### config.mk
export PLATFORM = sky130hd
export DESIGN_NAME = feature_map_pool_ctrl
export DESIGN_NICKNAME = d
export VERILOG_FILES = /design/src/rtl/feature_map_pool_ctrl.sv
export SDC_FILE = /design/constraint.sdc
export NUM_CORES = 1
export LEC_CHECK = 0
export CAP_MARGIN = 20
export CORE_MARGIN = 2
export CORE_UTILIZATION = 50
export DETAILED_ROUTE_END_ITERATION = 7
export DONT_BUFFER_PORTS = 1
export PLACE_DENSITY = 0.66
export SYNTH_ARGS = -nofsm -noshare
export SYNTH_HDL_FRONTEND = slang
export SYNTH_SLANG_ARGS = --single-unit
### constraint.sdc
create_clock -name clk -period 5.6 [get_ports clk]
set_input_delay 0.56 -clock clk [delete_from_list [all_inputs] [get_ports clk]]
set_output_delay 0.56 -clock clk [all_outputs]
set_load 0.01 [all_outputs]
### src/rtl/feature_map_pool_ctrl.sv
// 2x2 stride-2 signed max-pool sequencer: streams four source pixels per window
// from a 1-cycle-latency BRAM and writes each window maximum to a destination BRAM.
module feature_map_pool_ctrl #(
  parameter int IMG_W     = 28,
  parameter int IMG_H     = 28,
  parameter int WIDTH     = 16,
  parameter int SRC_DEPTH = 2048,
  parameter int DST_DEPTH = 2048,
  parameter int SRC_BASE  = 0,
  parameter int DST_BASE  = 0
) (
  input  logic                         clk,
  input  logic                         rst_n,
  input  logic                         start,
  output logic                         busy,
  output logic                         done,
  output logic [$clog2(SRC_DEPTH)-1:0] src_addr,
  input  logic signed [WIDTH-1:0]      src_data,
  output logic                         dst_we,
  output logic [$clog2(DST_DEPTH)-1:0] dst_addr,
  output logic signed [WIDTH-1:0]      dst_data
);

  localparam int SAW = $clog2(SRC_DEPTH);
  localparam int DAW = $clog2(DST_DEPTH);
  localparam int PW  = IMG_W / 2;
  localparam int PH  = IMG_H / 2;
  localparam int NW  = PW * PH;
  localparam int CW  = (PW > 1) ? $clog2(PW) : 1;

  localparam logic [SAW-1:0] SRC_BASE_A = SAW'(SRC_BASE);
  localparam logic [SAW-1:0] IMG_W_A    = SAW'(IMG_W);
  localparam logic [SAW-1:0] ROW_STEP_A = SAW'(2 * IMG_W);
  localparam logic [DAW-1:0] DST_BASE_A = DAW'(DST_BASE);
  localparam logic [DAW-1:0] LAST_IDX   = DAW'(NW - 1);
  localparam logic [CW-1:0]  LAST_COL   = CW'(PW - 1);

  typedef enum logic [2:0] {IDLE, READ, DRAIN, WRITE, DONE} state_t;

  state_t                   state_q, state_d;
  logic [1:0]               k_q, k_d;
  logic [CW-1:0]            c_q, c_d;
  logic [SAW-1:0]           row_base_q, row_base_d;
  logic [SAW-1:0]           win_base_q, win_base_d;
  logic [DAW-1:0]           out_idx_q, out_idx_d;
  logic signed [WIDTH-1:0]  max_q, max_d;
  logic [SAW-1:0]           src_addr_q, src_addr_d;
  logic [DAW-1:0]           dst_addr_q, dst_addr_d;
  logic signed [WIDTH-1:0]  dst_data_q, dst_data_d;
  logic                     busy_q, busy_d;
  logic                     done_q, done_d;
  logic                     dst_we_q, dst_we_d;

  logic [1:0]               k_inc;
  logic [SAW-1:0]           next_win, next_row;
  logic signed [WIDTH-1:0]  candidate;

  always_ff @(posedge clk or negedge rst_n) begin
    if (!rst_n) begin
      state_q    <= IDLE;
      k_q        <= '0;
      c_q        <= '0;
      row_base_q <= '0;
      win_base_q <= '0;
      out_idx_q  <= '0;
      max_q      <= '0;
      src_addr_q <= '0;
      dst_addr_q <= '0;
      dst_data_q <= '0;
      busy_q     <= 1'b0;
      done_q     <= 1'b0;
      dst_we_q   <= 1'b0;
    end else begin
      state_q    <= state_d;
      k_q        <= k_d;
      c_q        <= c_d;
      row_base_q <= row_base_d;
      win_base_q <= win_base_d;
      out_idx_q  <= out_idx_d;
      max_q      <= max_d;
      src_addr_q <= src_addr_d;
      dst_addr_q <= dst_addr_d;
      dst_data_q <= dst_data_d;
      busy_q     <= busy_d;
      done_q     <= done_d;
      dst_we_q   <= dst_we_d;
    end
  end

  always_comb begin
    state_d    = state_q;
    k_d        = k_q;
    c_d        = c_q;
    row_base_d = row_base_q;
    win_base_d = win_base_q;
    out_idx_d  = out_idx_q;
    max_d      = max_q;
    src_addr_d = src_addr_q;
    dst_addr_d = dst_addr_q;
    dst_data_d = dst_data_q;
    k_inc      = k_q + 2'd1;
    next_win   = win_base_q + SAW'(2);
    next_row   = row_base_q + ROW_STEP_A;
    candidate  = (src_data > max_q) ? src_data : max_q;

    case (state_q)
      IDLE: begin
        if (start) begin
          state_d    = READ;
          k_d        = '0;
          c_d        = '0;
          row_base_d = SRC_BASE_A;
          win_base_d = SRC_BASE_A;
          out_idx_d  = '0;
          max_d      = '0;
          src_addr_d = SRC_BASE_A;
        end
      end
      READ: begin
        // src_data lags the address by one cycle, so it carries pixel k-1 here
        if (k_q == 2'd1) begin
          max_d = src_data;
        end else if (k_q != 2'd0) begin
          max_d = candidate;
        end
        if (k_q == 2'd3) begin
          state_d = DRAIN;
        end else begin
          k_d        = k_inc;
          src_addr_d = win_base_q + SAW'(k_inc[0]) + (k_inc[1] ? IMG_W_A : '0);
        end
      end
      DRAIN: begin
        max_d      = candidate;
        dst_data_d = candidate;
        dst_addr_d = DST_BASE_A + out_idx_q;
        state_d    = WRITE;
      end
      WRITE: begin
        out_idx_d = out_idx_q + DAW'(1);
        if (out_idx_q == LAST_IDX) begin
          state_d = DONE;
        end else begin
          state_d = READ;
          k_d     = '0;
          // window origins step by two pixels; a row wrap jumps two image rows
          if (c_q == LAST_COL) begin
            c_d        = '0;
            row_base_d = next_row;
            win_base_d = next_row;
            src_addr_d = next_row;
          end else begin
            c_d        = c_q + CW'(1);
            win_base_d = next_win;
            src_addr_d = next_win;
          end
        end
      end
      DONE: begin
        state_d = IDLE;
      end
      default: begin
        state_d = IDLE;
      end
    endcase

    busy_d   = (state_d == READ) || (state_d == DRAIN) || (state_d == WRITE);
    done_d   = (state_d == DONE);
    dst_we_d = (state_d == WRITE);
  end

  assign busy     = busy_q;
  assign done     = done_q;
  assign dst_we   = dst_we_q;
  assign src_addr = src_addr_q;
  assign dst_addr = dst_addr_q;
  assign dst_data = dst_data_q;

endmodule

==> results of run 1 <==
## layout make-up
cell class | instances | area, µm²
timing repair buffer | 6 | 65.1
tap | 140 | 175
multi-input combinational | 461 | 2800
clock inverter | 6 | 58.8
clock buffer | 10 | 138
inverter | 25 | 93.8
fill | 996 | 5010
sequential | 96 | 2400
## placed cells by master (no fill, tap or decap), types with 3 or more instances in the layout
cell type / instances
sky130_fd_sc_hd__clkbuf_8: 10
sky130_fd_sc_hd__inv_1: 24
sky130_fd_sc_hd__and4_1: 3
sky130_fd_sc_hd__dfrtp_1: 96
sky130_fd_sc_hd__a21oi_1: 37
sky130_fd_sc_hd__nor3_1: 3
sky130_fd_sc_hd__mux2i_1: 5
sky130_fd_sc_hd__a31oi_1: 22
sky130_fd_sc_hd__xnor2_1: 12
sky130_fd_sc_hd__nand2b_1: 7
sky130_fd_sc_hd__o21ai_0: 56
sky130_fd_sc_hd__and3_1: 5
sky130_fd_sc_hd__o32a_1: 4
sky130_fd_sc_hd__nor2_1: 37
sky130_fd_sc_hd__and2_1: 4
sky130_fd_sc_hd__nand2_1: 118
sky130_fd_sc_hd__and3_4: 4
sky130_fd_sc_hd__mux2_2: 4
sky130_fd_sc_hd__nand3_1: 16
sky130_fd_sc_hd__clkinv_2: 4
sky130_fd_sc_hd__a21o_1: 5
sky130_fd_sc_hd__buf_4: 5
sky130_fd_sc_hd__or3_1: 4
sky130_fd_sc_hd__nand4_1: 7
sky130_fd_sc_hd__o22ai_1: 10
sky130_fd_sc_hd__o31ai_1: 8
sky130_fd_sc_hd__nor2b_1: 5
sky130_fd_sc_hd__ha_1: 29
sky130_fd_sc_hd__xor2_1: 11
sky130_fd_sc_hd__a221o_1: 3
sky130_fd_sc_hd__o211ai_1: 8
sky130_fd_sc_hd__a211o_1: 5
## worst max-delay path, stage by stage, from the launching register on
cell                      delay (ps)
sky130_fd_sc_hd__dfrtp_1         390
sky130_fd_sc_hd__inv_1            80
sky130_fd_sc_hd__ha_1            330
sky130_fd_sc_hd__nand4_1         160
sky130_fd_sc_hd__nor4_1          390
sky130_fd_sc_hd__nor2b_1          90
sky130_fd_sc_hd__o21ai_1         370
sky130_fd_sc_hd__buf_4           280
sky130_fd_sc_hd__and2_4          370
sky130_fd_sc_hd__nor2_1          110
sky130_fd_sc_hd__o32a_1          350
## logic make-up (layout without fill, tap and decap cells)
logic type | Yosys count | count (layout) | share of synthesized area
buffers and inverters | 61 | 47 | 0.0466
XOR/XNOR | 23 | 23 | 0.0369
multiplexers | 9 | 9 | 0.0174
AO/OA/AOI/OAI | 174 | 174 | 0.199
adder cells (fa/ha/maj) | 29 | 29 | 0.0665
flip-flops | 96 | 96 | 0.440
AND/OR/NAND/NOR | 226 | 226 | 0.193
## state kept, by name, summed over array words and instances, names as in the netlist
| register | cells |
|---|---|
| busy | 1 |
| c_q | 4 |
| done | 1 |
| dst_addr | 11 |
| dst_data | 16 |
| dst_we | 1 |
| k_q | 2 |
| max_q | 16 |
| out_idx_q | 11 |
| row_base_q | 8 |
| src_addr | 11 |
| state_q | 3 |
| win_base_q | 11 |
## synth_stat cells (3+ instances only)
master / number / area share
sky130_fd_sc_hd__buf_6: 3 / 0.0062
sky130_fd_sc_hd__or3_1: 4 / 0.0046
sky130_fd_sc_hd__clkbuf_1: 29 / 0.020
sky130_fd_sc_hd__xor2_1: 11 / 0.018
sky130_fd_sc_hd__nand4_1: 7 / 0.0080
sky130_fd_sc_hd__and3_4: 4 / 0.0083
sky130_fd_sc_hd__mux2_2: 4 / 0.0083
sky130_fd_sc_hd__mux2i_1: 5 / 0.0092
sky130_fd_sc_hd__and2_1: 4 / 0.0046
sky130_fd_sc_hd__nor2b_1: 5 / 0.0057
sky130_fd_sc_hd__xnor2_1: 12 / 0.019
sky130_fd_sc_hd__o211ai_1: 8 / 0.011
sky130_fd_sc_hd__nand2b_1: 7 / 0.0080
sky130_fd_sc_hd__inv_1: 24 / 0.017
sky130_fd_sc_hd__and3_1: 5 / 0.0057
sky130_fd_sc_hd__o32a_1: 4 / 0.0073
sky130_fd_sc_hd__dfrtp_1: 96 / 0.44
sky130_fd_sc_hd__ha_1: 29 / 0.067
sky130_fd_sc_hd__nor2_1: 37 / 0.025
sky130_fd_sc_hd__o31ai_1: 8 / 0.011
sky130_fd_sc_hd__nand2_1: 118 / 0.081
sky130_fd_sc_hd__a21oi_1: 37 / 0.034
sky130_fd_sc_hd__a21o_1: 5 / 0.0069
sky130_fd_sc_hd__o22ai_1: 10 / 0.011
sky130_fd_sc_hd__o21ai_0: 56 / 0.051
sky130_fd_sc_hd__and4_1: 3 / 0.0048
sky130_fd_sc_hd__a211o_1: 5 / 0.0080
sky130_fd_sc_hd__nand3_1: 16 / 0.015
sky130_fd_sc_hd__a31oi_1: 22 / 0.025
sky130_fd_sc_hd__a221o_1: 3 / 0.0055
sky130_fd_sc_hd__nor3_1: 3 / 0.0028
## per-layer routing
layer | global-route usage | vias up | wire length (µm)
met5 | 0 | - | 0
met4 | 0.0952 | 0 | 254
met3 | 0.0368 | 18 | 605
met1 | 0.295 | 2106 | 5640
met2 | 0.377 | 101 | 6080
li1 | - | 2136 | -
## metrics by stage
stage	worst slack, ps	util	total power, µW	hold slack, ps	area (µm²)
global placement	2340	0.512	1600	266	5510
CTS	2390	0.533	2110	119	5730
finish	2550	0.534	2100	80.1	5740
detailed placement	2270	0.512	1630	267	5510
global route	2230	0.534	2250	134	5740
floorplan	2840	-	1520	264	5460
## how the worst max path moves through the flow
stage | endpoint | slack, ps
floorplan | max_q[4] | 2840
CTS | max_q[6] | 2390
finish | max_q[6] | 2550
detailed placement | max_q[15] | 2270
global placement | max_q[5] | 2340
global route | max_q[7] | 2230
## report_power, final
group	switching, µW	internal (µW)
logic	338	263
clock network	250	216
registers	182	852
total	771	1330
==> impl_summary.log, run 1 <==
[metrics] outcome: completed
[metrics] Die H: 108 µm
[metrics] Placeable Area: 0.0107 mm²
[metrics] detailed-route wire length: 12.6 mm
[metrics] antenna viol nets, final: 0
[metrics] count of flip-flops with a built-in enable after synthesis: 0
[metrics] Min Clock Period, post-route: 3050 ps
[metrics] relative slew slack: 0.387
[metrics] number of DRC violations after detailed-routing iteration 0: 350
[metrics] Required @ worst endpoint: 5860 ps
[metrics] antenna violations before repair: 0
[metrics] largest fanout on the critical path: 27
[metrics] Pins Over Slew Limit: 0
[metrics] RSZ-0062 raised after global routing: false
[metrics] area added between synthesis and finish: 5.16%
[metrics] Post-Synthesis Net Count: 666
[metrics] horizontal die dimension: 108 µm
[metrics] Hold Fails Final Rpt: 0
[metrics] Total Neg Setup Slack: 0 ps
[metrics] routed length per placed instance: approximately 17 µm
[metrics] vias after detailed routing: approximately 4,400
[metrics] drt pass-1 iters: 5
[metrics] maximum vdd ir drop: 180 µV
[metrics] Post-Syn Instances: 618
[metrics] reg2reg start: max_q[15]
[metrics] total global routing overflow: 0
[metrics] number of placement rows: 38
[metrics] slew at the pin with the worst max-slew slack: 916 ps
[metrics] fraction of final layout cells sized beyond drive strength 1: 0.0629
[metrics] wire length of the first global-routing pass: 21.1 mm
[metrics] routed vias/inst: 5.86
[metrics] count of maximum capacitance violations: 0
[metrics] number of warnings issued by yosys: 0
[metrics] mapped cell area: 0.00546 mm²
[metrics] number of buffers inserted during clock tree synthesis: 9
[metrics] n_diodes: 0
[metrics] via count of the first global-routing pass: 4,272
[metrics] CTS tree: built
[metrics] final RePlAce weighted congestion: approximately 0.91
[metrics] endpoint type of the worst setup path: flip-flop
[metrics] Leak: ~0.0025 µW
[metrics] deepest level of the CTS H-tree: 3
[metrics] CTS clk-pin slew, worst paths: 100 ps
[metrics] # clock sinks: 96
[metrics] Top-Level Pins: 60
[metrics] asr flop ratio synth: 1.00
[metrics] worst setup slack for register-to-register paths: approximately 2500 ps
[metrics] placed cell count: 726
[metrics] ratio of total power to cell area: 366 mW/mm²
[metrics] DIE AREA: ~0.012 mm²
[metrics] clock skew: between 10 and 15 ps
[metrics] number of library cell types mapped by synthesis: 57
[metrics] arrival time of data at the critical path endpoint: 3320 ps
[metrics] final routed DRC violation total: 0
[metrics] initial core utilization: 0.508
[metrics] maximum frequency from static timing analysis: 327 MHz
[metrics] dominant register cell in the synthesized netlist: sky130_fd_sc_hd__dfrtp_1
[metrics] count of final setup violators: 0
[metrics] count of state elements after synthesis: 96
[metrics] logic depth of the worst register-to-register path: 10
[metrics] RR Endpoint: max_q[6]
[metrics] crit path from: max_q[15]
[metrics] type of the worst setup path: reg2reg
[metrics] worst hold path type: in2async
[metrics] CTS max path bufs: 2
[metrics] insertion delay of the later-clocked pin in the worst-skew pair: 380 ps
[metrics] net count reported at finish: 647
[metrics] fin crit share: 0.546
[metrics] CTS-repair resized insts: 0
[metrics] pin count of the biggest net entering global routing: 97
[metrics] number of port buffers: 0
[metrics] clock root cell: sky130_fd_sc_hd__clkbuf_8
[metrics] syn avg cell area: 8.83 µm²
[metrics] portion of the post-synthesis area used by sequential elements: 0.440
[metrics] Post-DP HPWL: 8.28 mm
[metrics] total setup buffers inserted after CTS: 0
[metrics] hold buffers post-CTS: 1
[metrics] type of element launching the critical path: flip-flop
[metrics] all-layer global routing usage: 0.227
[metrics] non-filler instance count after layout: 744
Power figures use the tool's default switching activity.
==> run 2, diff against run 1 <==
--- a/config.mk
+++ b/config.mk
@@ -5,6 +5,7 @@
 export SDC_FILE = /design/constraint.sdc
 export NUM_CORES = 1
 export LEC_CHECK = 0
+export ABC_AREA = 1
 export CAP_MARGIN = 20
 export CORE_MARGIN = 2
 export CORE_UTILIZATION = 50
==> constraint.sdc (replaced) <==
create_clock -name clk -period 2.95 [get_ports clk]
set_input_delay 0.295 -clock clk [delete_from_list [all_inputs] [get_ports clk]]
set_output_delay 0.295 -clock clk [all_outputs]
set_load 0.01 [all_outputs]
==> run 2 against run 1 <==
  * Worst setup slack worse by 2100 ps
  * Flip-flop and latch count unchanged
  * Via count rose by 11%
  * Clock power increased to 2.6 times the previous value
  * Sequential power is 110% higher
  * Critical endpoint is now max_q[3]
==> impl_summary.log, run 2 <==
[metrics] arrival time of data at the critical path endpoint: 2750 ps (was 3320 ps)
[metrics] Total Neg Setup Slack: 0 ps (unchanged)
[metrics] final RePlAce weighted congestion: 0.827 (was 0.908)
[metrics] relative slew slack: 0.519 (was 0.387)
[metrics] placed cell count: 891 (was 726)
[metrics] Min Clock Period, post-route: 2510 ps (was 3050 ps)
[metrics] antenna violations before repair: 0 (unchanged)
[metrics] Post-Syn Instances: 764 (was 618)
[metrics] initial core utilization: 0.510 (was 0.508)
[metrics] via count of the first global-routing pass: 4,722 (was 4,272)
[metrics] utilization after layout: 0.550 (was 0.534)
[metrics] number of DRC violations after detailed-routing iteration 0: 272 (was 350)
[metrics] all-layer global routing usage: 0.222 (was 0.227)
[metrics] routed length per placed instance: 14.4 µm (was 16.9 µm)
[metrics] number of library cell types mapped by synthesis: 47 (was 57)
[metrics] worst hold path type: in2reg (was in2async)
[metrics] CTS-repair resized insts: 0 (unchanged)
[metrics] drt pass-1 iters: 4 (was 5)
[metrics] count of maximum capacitance violations: 0 (unchanged)
[metrics] fraction of final layout cells sized beyond drive strength 1: 0.105 (was 0.0629)
[metrics] number of port buffers: 0 (unchanged)
[metrics] routed vias/inst: 5.31 (was 5.86)
[metrics] Leak: 0.00334 µW (was 0.00253 µW)
[metrics] clock skew: 8.26 ps (was 10.3 ps)
[metrics] final routed DRC violation total: 0 (unchanged)
[metrics] dominant register cell in the synthesized netlist: sky130_fd_sc_hd__dfrtp_1 (unchanged)
[metrics] syn avg cell area: 7.59 µm² (was 8.83 µm²)
[metrics] non-filler instance count after layout: 908 (was 744)
[metrics] most used standard cells in the synthesized netlist: sky130_fd_sc_hd__nand2_1 (252), sky130_fd_sc_hd__dfrtp_1 (96), sky130_fd_sc_hd__inv_1 (86) (was sky130_fd_sc_hd__nand2_1 (118), sky130_fd_sc_hd__dfrtp_1 (96), sky130_fd_sc_hd__o21ai_0 (56))
[metrics] post-synth top area share: 0.414 (was 0.440)
[metrics] net count reported at finish: 809 (was 647)
[metrics] number of placement rows: 39 (was 38)
[metrics] worst hold path stage count: 4
[metrics] logic depth of the worst register-to-register path: 14 (was 10)
[metrics] vias after detailed routing: 4,822 (was 4,361)
[metrics] area added between synthesis and finish: 7.79% (was 5.16%)
[metrics] count of flip-flops with a built-in enable after synthesis: 0 (unchanged)
[metrics] CTS tree: built (unchanged)
[metrics] type of element launching the critical path: flip-flop (unchanged)
[metrics] n_diodes: 0 (unchanged)
[metrics] Post-Synthesis Net Count: 812 (was 666)
[metrics] number of buffers inserted during clock tree synthesis: 9 (unchanged)
[metrics] insertion delay of the later-clocked pin in the worst-skew pair: 350 ps (was 380 ps)
[metrics] total setup buffers inserted after CTS: 0 (unchanged)
[metrics] Post-DP HPWL: 9.09 mm (was 8.28 mm)
[metrics] maximum vdd ir drop: 611 µV (was 180 µV)
[metrics] cell with the most instances after synthesis: sky130_fd_sc_hd__nand2_1 (unchanged)
[metrics] fin area: 0.00625 mm² (was 0.00574 mm²)
[metrics] # clock sinks: 96 (unchanged)
[metrics] deepest level of the CTS H-tree: 3 (unchanged)
[metrics] area post-placement: 0.00591 mm² (was 0.00551 mm²)
[metrics] CTS max path bufs: 2 (unchanged)
[metrics] slew at the pin with the worst max-slew slack: 719 ps (was 916 ps)
[metrics] Pins Over Slew Limit: 0 (unchanged)
[metrics] Hold Worst Slack: 178 ps (was 80.1 ps)
[metrics] Die H: 112 µm (was 108 µm)
[metrics] horizontal die dimension: 112 µm (was 108 µm)
[metrics] largest fanout on the critical path: 17 (was 27)
[metrics] detailed-route wire length: 13.1 mm (was 12.6 mm)
[metrics] DIE AREA: 0.0125 mm² (was 0.0118 mm²)
[metrics] wire length of the first global-routing pass: 22.5 mm (was 21.1 mm)
[metrics] type of the worst setup path: reg2reg (unchanged)
[metrics] antenna viol nets, final: 0 (unchanged)
[metrics] maximum frequency from static timing analysis: 399 MHz (was 327 MHz)
[metrics] most common library cell in the layout ignoring fill and taps: sky130_fd_sc_hd__nand2_1 (unchanged)
[metrics] CTS clk-pin slew, worst paths: 70 ps (was 100 ps)
[metrics] count of state elements after synthesis: 96 (unchanged)
[metrics] Top-Level Pins: 60 (unchanged)
[metrics] pin count of the biggest net entering global routing: 97 (unchanged)
[metrics] fin crit share: 0.850 (was 0.546)
[metrics] number of warnings issued by yosys: 0 (unchanged)
[metrics] Required @ worst endpoint: 3190 ps (was 5860 ps)
[metrics] endpoint type of the worst setup path: flip-flop (unchanged)
[metrics] total global routing overflow: 0 (unchanged)
[metrics] asr flop ratio synth: 1.00 (unchanged)
[metrics] leading cell types by total area after synthesis: sky130_fd_sc_hd__dfrtp_1 (41%), sky130_fd_sc_hd__nand2_1 (16%), sky130_fd_sc_hd__ha_1 (6.3%) (was sky130_fd_sc_hd__dfrtp_1 (44%), sky130_fd_sc_hd__nand2_1 (8.1%), sky130_fd_sc_hd__ha_1 (6.7%))
[metrics] Placeable Area: 0.0114 mm² (was 0.0107 mm²)
[metrics] portion of the post-synthesis area used by sequential elements: 0.414 (was 0.440)
[metrics] Hold Fails Final Rpt: 0 (unchanged)
[metrics] count of final setup violators: 0 (unchanged)
[metrics] ratio of total power to cell area: 819 mW/mm² (was 366 mW/mm²)
[metrics] outcome: completed (unchanged)
[metrics] mapped cell area: 0.00580 mm² (was 0.00546 mm²)
[metrics] highest-count cells in the layout ignoring fill and taps: sky130_fd_sc_hd__nand2_1 (252), sky130_fd_sc_hd__dfrtp_1 (96), sky130_fd_sc_hd__inv_1 (86), sky130_fd_sc_hd__o21ai_0 (67), sky130_fd_sc_hd__nor2_1 (34) (was sky130_fd_sc_hd__nand2_1 (118), sky130_fd_sc_hd__dfrtp_1 (96), sky130_fd_sc_hd__o21ai_0 (56), sky130_fd_sc_hd__a21oi_1 (37), sky130_fd_sc_hd__nor2_1 (37))
[metrics] clock root cell: sky130_fd_sc_hd__clkbuf_16 (was sky130_fd_sc_hd__clkbuf_8)
[metrics] RSZ-0062 raised after global routing: false (unchanged)
[metrics] largest area contributor in the netlist: sky130_fd_sc_hd__dfrtp_1 (unchanged)
## run 2: changes by cell type after synthesis, sizes merged, moves of 8 or more
cell    change
nand4      +13
and3        -8
buf         +9
a31oi      -21
nand2     +165
nand3      +19
clkbuf     -21
xnor2      -11
o211ai      -9
nor3        +8
inv        +69
o21ai      +15
## run 2: cells by family after synthesis
group / after synthesis / synth area share
flip-flops: 96 / 0.414
buffers and inverters: 118 / 0.0846
AND/OR/NAND/NOR: 395 / 0.319
AO/OA/AOI/OAI: 120 / 0.111
XOR/XNOR: 6 / 0.00906
adder cells (fa/ha/maj): 29 / 0.0626
## run 2: path summary, 6_finish.rpt
path | from | endpoint | slack [ps]
min in group asynchronous | rst_n | dst_data[5] | 470
setup / recovery | max_q[15] | max_q[3] | 440
hold reg to reg | c_q[3] | c_q[3] | 470
hold / removal | src_data[4] | max_q[4] | 180
setup reg to reg | max_q[15] | max_q[3] | 440
max in group asynchronous | rst_n | out_idx_q[10] | 1990
## run 2: metal layers
layer	track usage	routed length (µm)
met1	0.290	5860
met2	0.368	6380
met3	0.0414	609
met4	0.0831	225
met5	0	0
## run 2: what timing repair did
action / in CTS / in global routing
hold buffers: 2 / 0
setup endpoints to repair: 0 / 0
endpoints found under the hold margin: 96 / 0
## run 2: worst max-delay path, stage by stage, from the launching register on
cell and delay (ps):
sky130_fd_sc_hd__dfrtp_1 370, sky130_fd_sc_hd__inv_1 60, sky130_fd_sc_hd__ha_1 330, sky130_fd_sc_hd__a21oi_1 160
sky130_fd_sc_hd__o21ai_1 90, sky130_fd_sc_hd__a21oi_2 160, sky130_fd_sc_hd__nand2_1 120, sky130_fd_sc_hd__nand2_4 200
sky130_fd_sc_hd__nand3_4 370, sky130_fd_sc_hd__nand2_1 210, sky130_fd_sc_hd__nand2_1 70, sky130_fd_sc_hd__nand2_1 80
sky130_fd_sc_hd__nand2_1 60, sky130_fd_sc_hd__nand2_1 70, sky130_fd_sc_hd__nand2_1 50
## run 2: through the flow
step           setup WS (ps)  total power, µW
2_1_floorplan            909             3580
3_3_place_gp             494             3820
3_5_place_dp             464             3910
4_1_cts                  458             5170
5_1_grt                  172             5550
6_report                 443             5120
## run 2: report_power, final
part / internal (µW) / switching [µW] / total (µW)
Clock: 719 / 492 / 1210
Sequential: 1720 / 460 / 2180
Combinational: 647 / 1080 / 1730
Total: 3090 / 2030 / 5120
## run 2: area by class of cell
cell class                      count  area, µm²
Clock buffer                       12        267
Clock inverter                      3       40.0
Fill cell                        1053       5120
Inverter                           94        353
Multi-Input combinational cell    550       2910
Sequential cell                    96       2400
Tap cell                          143        179
Timing Repair Buffer               10       97.6
